<file path="config.mk">
export PLATFORM = sky130hd
export DESIGN_NAME = ava_alu_seq
export DESIGN_NICKNAME = d
export VERILOG_FILES = /design/src/rtl/ava_alu_pkg.sv /design/src/rtl/ava_alu_mul.sv /design/src/rtl/ava_alu_seq.sv
export SDC_FILE = /design/constraint.sdc
export NUM_CORES = 1
export LEC_CHECK = 0
export CAP_MARGIN = 20
export CORE_ASPECT_RATIO = 0.75
export CORE_UTILIZATION = 55
export DETAILED_ROUTE_END_ITERATION = 12
export DONT_BUFFER_PORTS = 1
export MAX_ROUTING_LAYER = met4
export PLACE_DENSITY_LB_ADDON = 0.15
export SLEW_MARGIN = 20
export SYNTH_ARGS = -nofsm -noshare
export SYNTH_HDL_FRONTEND = slang
export SYNTH_SLANG_ARGS = --single-unit
</file>
<file path="constraint.sdc">
create_clock -name clk -period 8.1 [get_ports clk]
set_input_delay 1.215 -clock clk [delete_from_list [all_inputs] [get_ports clk]]
set_output_delay 1.215 -clock clk [all_outputs]
set_load 0.05 [all_outputs]
</file>
<file path="src/rtl/ava_alu_pkg.sv">
// Shared constants for the ava_alu_seq Avalon-MM ALU slave: op codes, register map,
// STATUS bit positions and the control FSM state type.
package ava_alu_pkg;

  localparam logic [3:0] OP_NOP = 4'd0;
  localparam logic [3:0] OP_ADD = 4'd1;
  localparam logic [3:0] OP_SUB = 4'd2;
  localparam logic [3:0] OP_AND = 4'd3;
  localparam logic [3:0] OP_OR  = 4'd4;
  localparam logic [3:0] OP_XOR = 4'd5;
  localparam logic [3:0] OP_MUL = 4'd6;
  localparam logic [3:0] OP_SHL = 4'd7;
  localparam logic [3:0] OP_SHR = 4'd8;

  localparam logic [2:0] REG_A         = 3'd0;
  localparam logic [2:0] REG_B         = 3'd1;
  localparam logic [2:0] REG_OP        = 3'd2;
  localparam logic [2:0] REG_RESULT    = 3'd3;
  localparam logic [2:0] REG_RESULT_HI = 3'd4;
  localparam logic [2:0] REG_STATUS    = 3'd5;

  localparam int unsigned ST_BUSY_BIT = 0;
  localparam int unsigned ST_DONE_BIT = 1;
  localparam int unsigned ST_ERR_BIT  = 2;

  typedef enum logic [1:0] {
    IDLE = 2'd0,
    EXEC = 2'd1,
    MUL  = 2'd2
  } state_e;

  // An op code starts work only if legal; NOP is handled separately by the caller.
  function automatic logic op_legal(input logic [3:0] op, input logic mul_en);
    logic ok;
    ok = (op == OP_ADD) || (op == OP_SUB) || (op == OP_AND) || (op == OP_OR) ||
         (op == OP_XOR) || (op == OP_SHL) || (op == OP_SHR);
    return ok || ((op == OP_MUL) && mul_en);
  endfunction

endpackage

</file>
<file path="src/rtl/ava_alu_mul.sv">
// Iterative shift-add unsigned multiplier, one multiplier bit per cycle for DW cycles.
// The first bit is consumed on the start edge so done is a registered pulse in the last cycle.
module ava_alu_mul #(
  parameter int unsigned DW = 32
) (
  input  logic            clk,
  input  logic            reset,
  input  logic            start,
  input  logic [DW-1:0]   a,
  input  logic [DW-1:0]   b,
  output logic            done,
  output logic [2*DW-1:0] product
);

  localparam int unsigned CW = $clog2(DW);

  logic [DW-1:0]  mcand_q;
  logic [2*DW:0]  acc_q;
  logic [CW-1:0]  cnt_q;
  logic           active_q;
  logic           done_q;

  // Upper half accumulates the multiplicand, lower half holds the remaining multiplier bits.
  function automatic logic [2*DW:0] step(input logic [2*DW:0] p, input logic [DW-1:0] m);
    logic [DW:0] sum;
    sum = p[2*DW:DW] + (p[0] ? {1'b0, m} : {(DW+1){1'b0}});
    return {1'b0, sum, p[DW-1:1]};
  endfunction

  always_ff @(posedge clk) begin
    if (!reset) begin
      mcand_q  <= '0;
      acc_q    <= '0;
      cnt_q    <= '0;
      active_q <= 1'b0;
      done_q   <= 1'b0;
    end else if (start) begin
      mcand_q  <= a;
      acc_q    <= step({{(DW+1){1'b0}}, b}, a);
      cnt_q    <= CW'(1);
      active_q <= 1'b1;
      done_q   <= 1'b0;
    end else if (active_q) begin
      acc_q <= step(acc_q, mcand_q);
      cnt_q <= cnt_q + CW'(1);
      if (cnt_q == CW'(DW - 1)) begin
        active_q <= 1'b0;
        done_q   <= 1'b1;
      end
    end else begin
      done_q <= 1'b0;
    end
  end

  assign done    = done_q;
  assign product = acc_q[2*DW-1:0];

endmodule

</file>
<file path="src/rtl/ava_alu_seq.sv">
// Avalon-MM ALU slave with status register and stalling waitrequest.
// Define AVA_ALU_MUL_EN to build the iterative multiplier (op 6) and RESULT_HI.
module ava_alu_seq
  import ava_alu_pkg::*;
#(
  parameter int unsigned DW = 32
) (
  input  logic            clk,
  input  logic            reset,
  input  logic            ava_chipselect,
  input  logic [2:0]      ava_address,
  input  logic            ava_read,
  input  logic            ava_write,
  input  logic [DW/8-1:0] ava_byteenable,
  input  logic [DW-1:0]   ava_writedata,
  output logic [DW-1:0]   ava_readdata,
  output logic            ava_waitrequest
);

  localparam int unsigned NB = DW / 8;
  localparam int unsigned SW = $clog2(DW);
`ifdef AVA_ALU_MUL_EN
  localparam logic MUL_EN = 1'b1;
`else
  localparam logic MUL_EN = 1'b0;
`endif

  state_e        state_q;
  logic [DW-1:0] a_q, b_q, op_q, result_q;
  logic          done_q, err_q;
  logic          busy;
  logic          rd_stall, wr_stall, wr_acc;
  logic [DW-1:0] wr_old, wr_merged;
  logic [3:0]    new_code;
  logic          op_start;
  logic [DW-1:0] alu;
  logic [DW-1:0] status;

`ifdef AVA_ALU_MUL_EN
  logic [DW-1:0]   result_hi_q;
  logic            mul_start, mul_done;
  logic [2*DW-1:0] mul_product;

  assign mul_start = op_start && (new_code == OP_MUL);

  ava_alu_mul #(.DW(DW)) u_mul (
    .clk     (clk),
    .reset   (reset),
    .start   (mul_start),
    .a       (a_q),
    .b       (b_q),
    .done    (mul_done),
    .product (mul_product)
  );
`endif

  assign busy = (state_q != IDLE);

  // Stall only accesses that would observe or disturb an in-flight operation.
  always_comb begin
    rd_stall = ava_read && ((ava_address == REG_RESULT) || (ava_address == REG_RESULT_HI));
    wr_stall = ava_write && ((ava_address == REG_A) || (ava_address == REG_B) ||
                             (ava_address == REG_OP));
    ava_waitrequest = ava_chipselect && busy && (rd_stall || wr_stall);
    wr_acc = ava_chipselect && ava_write && !ava_waitrequest;
  end

  always_comb begin
    case (ava_address)
      REG_A:   wr_old = a_q;
      REG_B:   wr_old = b_q;
      REG_OP:  wr_old = op_q;
      default: wr_old = '0;
    endcase
    wr_merged = wr_old;
    for (int i = 0; i < NB; i++) begin
      if (ava_byteenable[i]) wr_merged[8*i +: 8] = ava_writedata[8*i +: 8];
    end
    new_code = wr_merged[3:0];
    op_start = wr_acc && (ava_address == REG_OP) && op_legal(new_code, MUL_EN);
  end

  always_comb begin
    case (op_q[3:0])
      OP_ADD:  alu = a_q + b_q;
      OP_SUB:  alu = a_q - b_q;
      OP_AND:  alu = a_q & b_q;
      OP_OR:   alu = a_q | b_q;
      OP_XOR:  alu = a_q ^ b_q;
      OP_SHL:  alu = a_q << b_q[SW-1:0];
      OP_SHR:  alu = a_q >> b_q[SW-1:0];
      default: alu = result_q;
    endcase
  end

  always_comb begin
    status = '0;
    status[ST_BUSY_BIT] = busy;
    status[ST_DONE_BIT] = done_q;
    status[ST_ERR_BIT]  = err_q;
    case (ava_address)
      REG_A:         ava_readdata = a_q;
      REG_B:         ava_readdata = b_q;
      REG_OP:        ava_readdata = op_q;
      REG_RESULT:    ava_readdata = result_q;
`ifdef AVA_ALU_MUL_EN
      REG_RESULT_HI: ava_readdata = result_hi_q;
`endif
      REG_STATUS:    ava_readdata = status;
      default:       ava_readdata = '0;
    endcase
  end

  // Register file and control FSM.
  always_ff @(posedge clk) begin
    if (!reset) begin
      state_q  <= IDLE;
      a_q      <= '0;
      b_q      <= '0;
      op_q     <= '0;
      result_q <= '0;
      done_q   <= 1'b0;
      err_q    <= 1'b0;
`ifdef AVA_ALU_MUL_EN
      result_hi_q <= '0;
`endif
    end else begin
      if (wr_acc) begin
        case (ava_address)
          REG_A:  a_q <= wr_merged;
          REG_B:  b_q <= wr_merged;
          REG_OP: begin
            op_q   <= wr_merged;
            done_q <= 1'b0;
            err_q  <= (new_code != OP_NOP) && !op_legal(new_code, MUL_EN);
            if (op_start) state_q <= (new_code == OP_MUL) ? MUL : EXEC;
          end
          default: ;
        endcase
      end
      case (state_q)
        EXEC: begin
          result_q <= alu;
          done_q   <= 1'b1;
          state_q  <= IDLE;
        end
`ifdef AVA_ALU_MUL_EN
        MUL: begin
          if (mul_done) begin
            result_q    <= mul_product[DW-1:0];
            result_hi_q <= mul_product[2*DW-1:DW];
            done_q      <= 1'b1;
            state_q     <= IDLE;
          end
        end
`endif
        default: ;
      endcase
    end
  end

endmodule

</file>
# Word level (Yosys, flattened, before mapping)
# Cells that the tools add are included.
[word_totals]
reg_bits = 132
latchBits = 0
mem_bits_rw = 0
rom_bits = 0
inputBits = 44
output_inout_bits = 33
mem_count = 0
[classes]
add_sub_neg = 2
mul = 0
n_div = 0
n_lt_le_gt_ge = 0
eq_ne = 21
shifts = 2
muxes = 11
n_bitwise = 4
n_reduce_logical = 34
[op_table]
columns = ["operator", "count"]
rows = [
  ["32-bit one-hot mux with 7 select lines", 1],
  ["32-bit one-hot mux with 5 select lines", 1],
  ["32-bit one-hot mux with 3 select lines", 1],
  ["32-bit adder", 1],
  ["32-bit AND", 1],
  ["8-bit two-way mux", 4],
  ["32-bit bitwise OR", 1],
  ["32-bit by 5-bit left shift with 32-bit output", 1],
  ["32-bit by 5-bit right shift with 32-bit output", 1],
  ["32-bit subtractor", 1],
  ["32-bit bitwise XOR", 1],
  ["4-bit by 3-bit equality test with 1-bit output (second input constant)", 7],
  ["4-bit by 2-bit equality test with 1-bit output (second input constant)", 4],
  ["1-bit logical OR", 10],
  ["2-bit AND reduction", 5],
  ["1-bit logical AND", 9],
  ["4-bit by 1-bit equality test with 1-bit output (second input constant)", 2],
  ["4-bit equality test (second input constant)", 2],
  ["7-bit nonzero test", 1],
  ["3-bit by 2-bit equality test with 1-bit output (second input constant)", 2],
  ["3-bit equality test (second input constant)", 2],
  ["2-bit nonzero test", 3],
  ["4-bit nonzero test", 1],
  ["3-bit by 1-bit equality test with 1-bit output (second input constant)", 1],
  ["8 further kinds", 11],
]

# Logic depth before layout (Yosys ltp)
[depth]
ltp_word = 12
mapped_depth = 23

# Least setup slack after synthesis
# OpenSTA, ideal clock, no wires.
[synth_path]
path_type = "input-to-output"
startpoint = "in ava_address[0]"
endpoint = "out ava_readdata[3]"
arrival_time_ns = 3.551
required_ns = 6.885
slack_ns = 3.334
stages = 5
n_path_buf = 3
path_cell_list = "clkbuf_1 -> clkbuf_1 -> buf_1 -> mux2i_1 -> a211oi_1"
[synth_between]
elab_chain_len = 2
word_cells_on_any_way = 6
[synth_rtl]
columns = ["element", "line", "text"]
rows = [
  ["from (decl)", "ava_alu_seq.sv:11", "input logic [2:0] ava_address,"],
  ["3-bit equality test, or another cell as far along", "ava_alu_seq.sv:101", "case (ava_address)"],
  ["32-bit one-hot mux with 5 select lines (*)", "ava_alu_seq.sv:101", ""],
  ["to (decl)", "ava_alu_seq.sv:16", "output logic [DW-1:0] ava_readdata,"],
]
# Mark *: on every way between the ends. The rest lies on a longest branch, timed or not.

# Worst setup path in the final report
[layout_path]
startpoint = "reg b_q[3]"
endpoint = "reg result_q[31]"
[layout_between]
elab_chain_len = 2
word_cells_on_any_way = 5
[layout_rtl]
columns = ["element", "line", "text"]
rows = [
  ["from (decl)", "ava_alu_seq.sv:29", "logic [DW-1:0] a_q, b_q, op_q, result_q;"],
  ["from (signal assigned)", "ava_alu_seq.sv:131", "REG_B: b_q <= wr_merged;"],
  ["32-bit subtractor, or another cell as far along", "ava_alu_seq.sv:86", "OP_SUB: alu = a_q - b_q;"],
  ["32-bit one-hot mux with 7 select lines (*)", "ava_alu_seq.sv:84", "case (op_q[3:0])"],
  ["to (signal assigned)", "ava_alu_seq.sv:143", "result_q <= alu;"],
  ["to (decl)", "ava_alu_seq.sv:29", ""],
]
# Marks and branches as above.
# A chain may end at the register's enable or synchronous reset.

==> load_flow_metrics.sql <==
INSERT INTO impl_metrics (metric_group, metric, value, unit) VALUES
('detailed_routing', 'wl_per_cell', '28.31', 'um'),
('power', 'peak_ir_drop_on_the_vdd_network', '0.0001539', 'V'),
('finish', 'design.final.nets', '1951', ''),
('detailed_routing', 'via_per_inst', '7.160', ''),
('setup_path', 'timing.setup.critical_path_class', 'reg2reg', ''),
('clock_network', 'clk_pin_slew_worst_paths', '70', 'ps'),
('yosys', 'yosys.area.top_type_share', '19.26', '%'),
('global_routing', 'total_routing_usage_reported_by_global_routing', '48.72', '%'),
('global_routing', 'grt_antenna_before_repair', '3', ''),
('timing', 'max_clock_freq', '188.2', 'MHz'),
('finish', 'syn2layout_area_growth', '5.489', '%'),
('setup_path', 'critical_path_peak_fanout', '22', ''),
('clock_network', 'htree_levels', '4', ''),
('global_routing', 'grt_pass1_wl', '88610', 'um'),
('detailed_routing', 'met1_length', '24570', 'um'),
('finish', 'multi_input_comb_area', '0.01019', 'mm2'),
('power', 'pwr_density_cell', '142.5', 'mW/mm2'),
('timing', 'rsz_0062_raised_after_global_routing', 'no', ''),
('detailed_routing', 'antenna_left', '0', ''),
('timing', 'skew', '35.06', 'ps'),
('power', 'power.static_leakage', '0.005403', 'uW'),
('clock_network', 'insertion_delay', '470', 'ps'),
('setup_path', 'setup.worst_path.end_class', 'register', ''),
('detailed_routing', 'met2_length', '22730', 'um'),
('die', 'dieArea', '0.02559', 'mm2'),
('detailed_routing', 'post-route-drc-count', '0', ''),
('setup_path', 'worst_setup_path_start_kind', 'register', ''),
('die', 'floorplan.die.width', '184.4', 'um'),
('finish', 'fillerInstances', '2275', ''),
('yosys', 'mappedNetlistArea', '0.01372', 'mm2'),
('finish', 'post-route-cell-area', '0.01448', 'mm2'),
('clock_network', 'cts.root.buffer_cell', 'sky130_fd_sc_hd__clkbuf_16', ''),
('detailed_routing', 'topRoutingLayerUsed', 'met4', ''),
('timing', 'timing.final.crit_period', '5313', 'ps'),
('run', 'maxCapViolCount', '0', ''),
('finish', 'post_route_cells_drive_above_1_share', '8.013', '%'),
('timing', 'slew-limit-headroom', '14.91', '%'),
('yosys', 'post_synth_inst_count', '1906', ''),
('global_routing', 'largest_net_degree_at_the_start_of_global_routing', '86', ''),
('die', 'start_util', '56.66', '%'),
('finish', 'regArea', '0.002653', 'mm2'),
('yosys', 'synth-seq-area-share', '19.26', '%'),
('yosys', 'async_flop_share', '0', '%'),
('place', 'detailedPlacementHpwl', '44630', 'um'),
('die', 'rows', '49', ''),
('setup_path', 'crit_start', 'b_q[3]$_SDFFE_PN0P_', ''),
('global_routing', 'grt_overflow', '0', ''),
('run_status', 'outcome', 'complete, no violations', ''),
('yosys', 'library_cell_with_the_largest_summed_area_after_synthesis', 'sky130_fd_sc_hd__dfxtp_1', ''),
('clock_network', 'number_of_cts_inserted_buffers', '17', ''),
('yosys', 'postSynthNetCount', '2048', ''),
('detailed_routing', 'finalWirelength', '61050', 'um'),
('yosys', 'postSynth.topFlopCell', 'sky130_fd_sc_hd__dfxtp_1', ''),
('timing', 'final_max_slew_viol_count', '0', ''),
('clock_network', 'maximum_number_of_buffers_from_clock_root_to_sink', '2', ''),
('hold_path', 'min-delay-path-class', 'reg2reg', ''),
('clock_network', 'clock_tree_from_tritoncts', 'done', ''),
('yosys', 'netlist-cell-type-count', '74', ''),
('detailed_routing', 'detailroute.via_count', '15440', ''),
('setup_path', 'critical_path.reg2reg.startpoint', 'b_q[3]$_SDFFE_PN0P_', ''),
('timing', 'setup_viol', '0', ''),
('yosys', 'yosysWarnings', '0', ''),
('die', 'floorplan.core_area', '0.02422', 'mm2'),
('setup_path', 'worstPathRequired', '8440', 'ps'),
('detailed_routing', 'detail_route.iter0.violations', '2849', ''),
('die', 'dieHeight', '138.8', 'um'),
('yosys', 'synth_top_cells_by_area', 'sky130_fd_sc_hd__dfxtp_1 19%, sky130_fd_sc_hd__ha_1 8.8%, sky130_fd_sc_hd__nor2_1 7.8%, sky130_fd_sc_hd__a211oi_1 6.4%, sky130_fd_sc_hd__mux4_2 6.4%', ''),
('place', 'count_of_placed_standard_cells_including_taps', '2120', ''),
('yosys', 'synth.avg_cell_area', '7.199', 'um2'),
('hold_path', 'timing.hold.worst.start', 'result_q[5]$_SDFFE_PN0P_', ''),
('yosys', 'synth_enable_flop_cells', '0', '');
-- sequential cells by signal, summed over array words and instances (netlist names) --
name	cells
state_q	2
op_q	32
b_q	32
done_q	1
err_q	1
result_q	32
a_q	32
-- worst max-delay path, cell delays in order, from the launching register on --
cell and delay (ps):
sky130_fd_sc_hd__dfxtp_2 500, sky130_fd_sc_hd__or4_4 710, sky130_fd_sc_hd__nor4_4 380, sky130_fd_sc_hd__and2_1 260, sky130_fd_sc_hd__nand2_1 140, sky130_fd_sc_hd__nor3_1 400
sky130_fd_sc_hd__nor3b_1 420, sky130_fd_sc_hd__nor2_1 110, sky130_fd_sc_hd__xnor2_1 170, sky130_fd_sc_hd__ha_1 500, sky130_fd_sc_hd__nand2_1 100, sky130_fd_sc_hd__nor3_1 350
sky130_fd_sc_hd__nand2_1 80, sky130_fd_sc_hd__o21ai_0 520, sky130_fd_sc_hd__inv_1 130, sky130_fd_sc_hd__a21o_1 200, sky130_fd_sc_hd__a21oi_1 150, sky130_fd_sc_hd__a211oi_1 70
-- cell usage in the layout (no fill, tap or decap), types with 9 or more instances in the layout --
cell type                   netlist  routed
sky130_fd_sc_hd__a21oi_1        146     145
sky130_fd_sc_hd__mux2i_1         76      76
sky130_fd_sc_hd__and2_1          10       9
sky130_fd_sc_hd__nand2_1        212     212
sky130_fd_sc_hd__buf_4            0      38
sky130_fd_sc_hd__a221oi_1        23      23
sky130_fd_sc_hd__a211o_1         12      12
sky130_fd_sc_hd__a22oi_1         15      15
sky130_fd_sc_hd__o31ai_1         10      10
sky130_fd_sc_hd__nand2b_1        34      34
sky130_fd_sc_hd__xnor2_1         42      42
sky130_fd_sc_hd__dfxtp_1        132     128
sky130_fd_sc_hd__nand3_1         24      24
sky130_fd_sc_hd__mux4_2          39      39
sky130_fd_sc_hd__inv_1           87      86
sky130_fd_sc_hd__nor2b_1         16      14
sky130_fd_sc_hd__nor3_1          33      31
sky130_fd_sc_hd__o21ai_0        157     153
sky130_fd_sc_hd__o22ai_1         11      11
sky130_fd_sc_hd__a31oi_1         10      10
sky130_fd_sc_hd__o211ai_1        10      10
sky130_fd_sc_hd__nor2_1         284     283
sky130_fd_sc_hd__ha_1            97      97
sky130_fd_sc_hd__clkbuf_16        0      17
sky130_fd_sc_hd__a21o_1          17      17
sky130_fd_sc_hd__a211oi_1       117     116
-- cell usage after synthesis, types with 5 or more instances --
cell type / count
sky130_fd_sc_hd__nand2_1: 212
sky130_fd_sc_hd__o311ai_0: 6
sky130_fd_sc_hd__buf_1: 21
sky130_fd_sc_hd__nor2b_1: 16
sky130_fd_sc_hd__ha_1: 97
sky130_fd_sc_hd__nor3_1: 33
sky130_fd_sc_hd__a221o_1: 5
sky130_fd_sc_hd__a22oi_1: 15
sky130_fd_sc_hd__nand3_1: 24
sky130_fd_sc_hd__and3_1: 5
sky130_fd_sc_hd__nor4_1: 7
sky130_fd_sc_hd__clkbuf_1: 118
sky130_fd_sc_hd__nand2b_1: 34
sky130_fd_sc_hd__buf_2: 15
sky130_fd_sc_hd__a31oi_1: 10
sky130_fd_sc_hd__o2111ai_1: 7
sky130_fd_sc_hd__o221ai_1: 5
sky130_fd_sc_hd__xor2_1: 7
sky130_fd_sc_hd__o21a_1: 5
sky130_fd_sc_hd__inv_1: 87
sky130_fd_sc_hd__o21bai_1: 7
sky130_fd_sc_hd__o22ai_1: 11
sky130_fd_sc_hd__o31ai_1: 10
sky130_fd_sc_hd__a221oi_1: 23
sky130_fd_sc_hd__mux4_2: 39
sky130_fd_sc_hd__nor2_1: 284
sky130_fd_sc_hd__mux2i_1: 76
sky130_fd_sc_hd__a211oi_1: 117
sky130_fd_sc_hd__mux2_2: 8
sky130_fd_sc_hd__and2_1: 10
sky130_fd_sc_hd__o211ai_1: 10
sky130_fd_sc_hd__o21ai_0: 157
sky130_fd_sc_hd__a211o_1: 12
sky130_fd_sc_hd__or3_1: 8
sky130_fd_sc_hd__a21oi_1: 146
sky130_fd_sc_hd__a21o_1: 17
sky130_fd_sc_hd__dfxtp_1: 132
sky130_fd_sc_hd__xnor2_1: 42
-- area by class of cell --
class / count / share of cell area [%]
Antenna cell: 3 / 0.05186
Multi-Input combinational cell: 1530 / 70.40
Sequential cell: 132 / 18.32
Timing Repair Buffer: 39 / 2.005
Clock buffer: 17 / 2.939
Inverter: 89 / 2.317
Clock inverter: 15 / 1.098
Tap cell: 331 / 2.861
-- per-layer routing --
metal / vias up / track usage, %
met5: - / -
met4: 0 / 15.13
met3: 194 / 24.61
met2: 1307 / 60.06
met1: 7233 / 66.97
li1: 6702 / -
-- report_power, final --
part | leakage (uW) | switching [uW] | internal (uW)
logic | 0.00404 | 369 | 199
clock network | 0.000294 | 371 | 437
registers | 0.00107 | 27.6 | 659
-- path summary, 6_finish.rpt --
kind | depth (start not counted) | endpoint | slack, ps
max | 17 | result_q[31]$_SDFFE_PN0P_ | 2790
min | 2 | result_q[5]$_SDFFE_PN0P_ | 480
max reg2reg | 17 | result_q[31]$_SDFFE_PN0P_ | 2790
min reg2reg | 2 | result_q[5]$_SDFFE_PN0P_ | 480
-- kinds of logic (layout without fill, tap and decap cells) --
family | after synthesis | count (layout) | synth area share [%]
AOI/OAI and AO/OA | 604 | 604 | 28.45
xor gates and xnor gates | 49 | 49 | 3.128
adders and majority gates | 98 | 98 | 8.991
buffers and inverters | 244 | 160 | 6.866
DFF | 132 | 132 | 19.26
muxes | 123 | 123 | 12.60
other | 0 | 3 | 0
and+or+nand+nor | 656 | 656 | 20.71
-- per-stage QoR --
stage	setup slack (ps)	total power [uW]
5_1_grt	2533	2127
4_1_cts	2962	2032
2_1_floorplan	3334	1100
3_5_place_dp	2996	1235
6_report	2787	2063
3_3_place_gp	3013	1232
No activity file was read; power rests on OpenSTA's default activity.
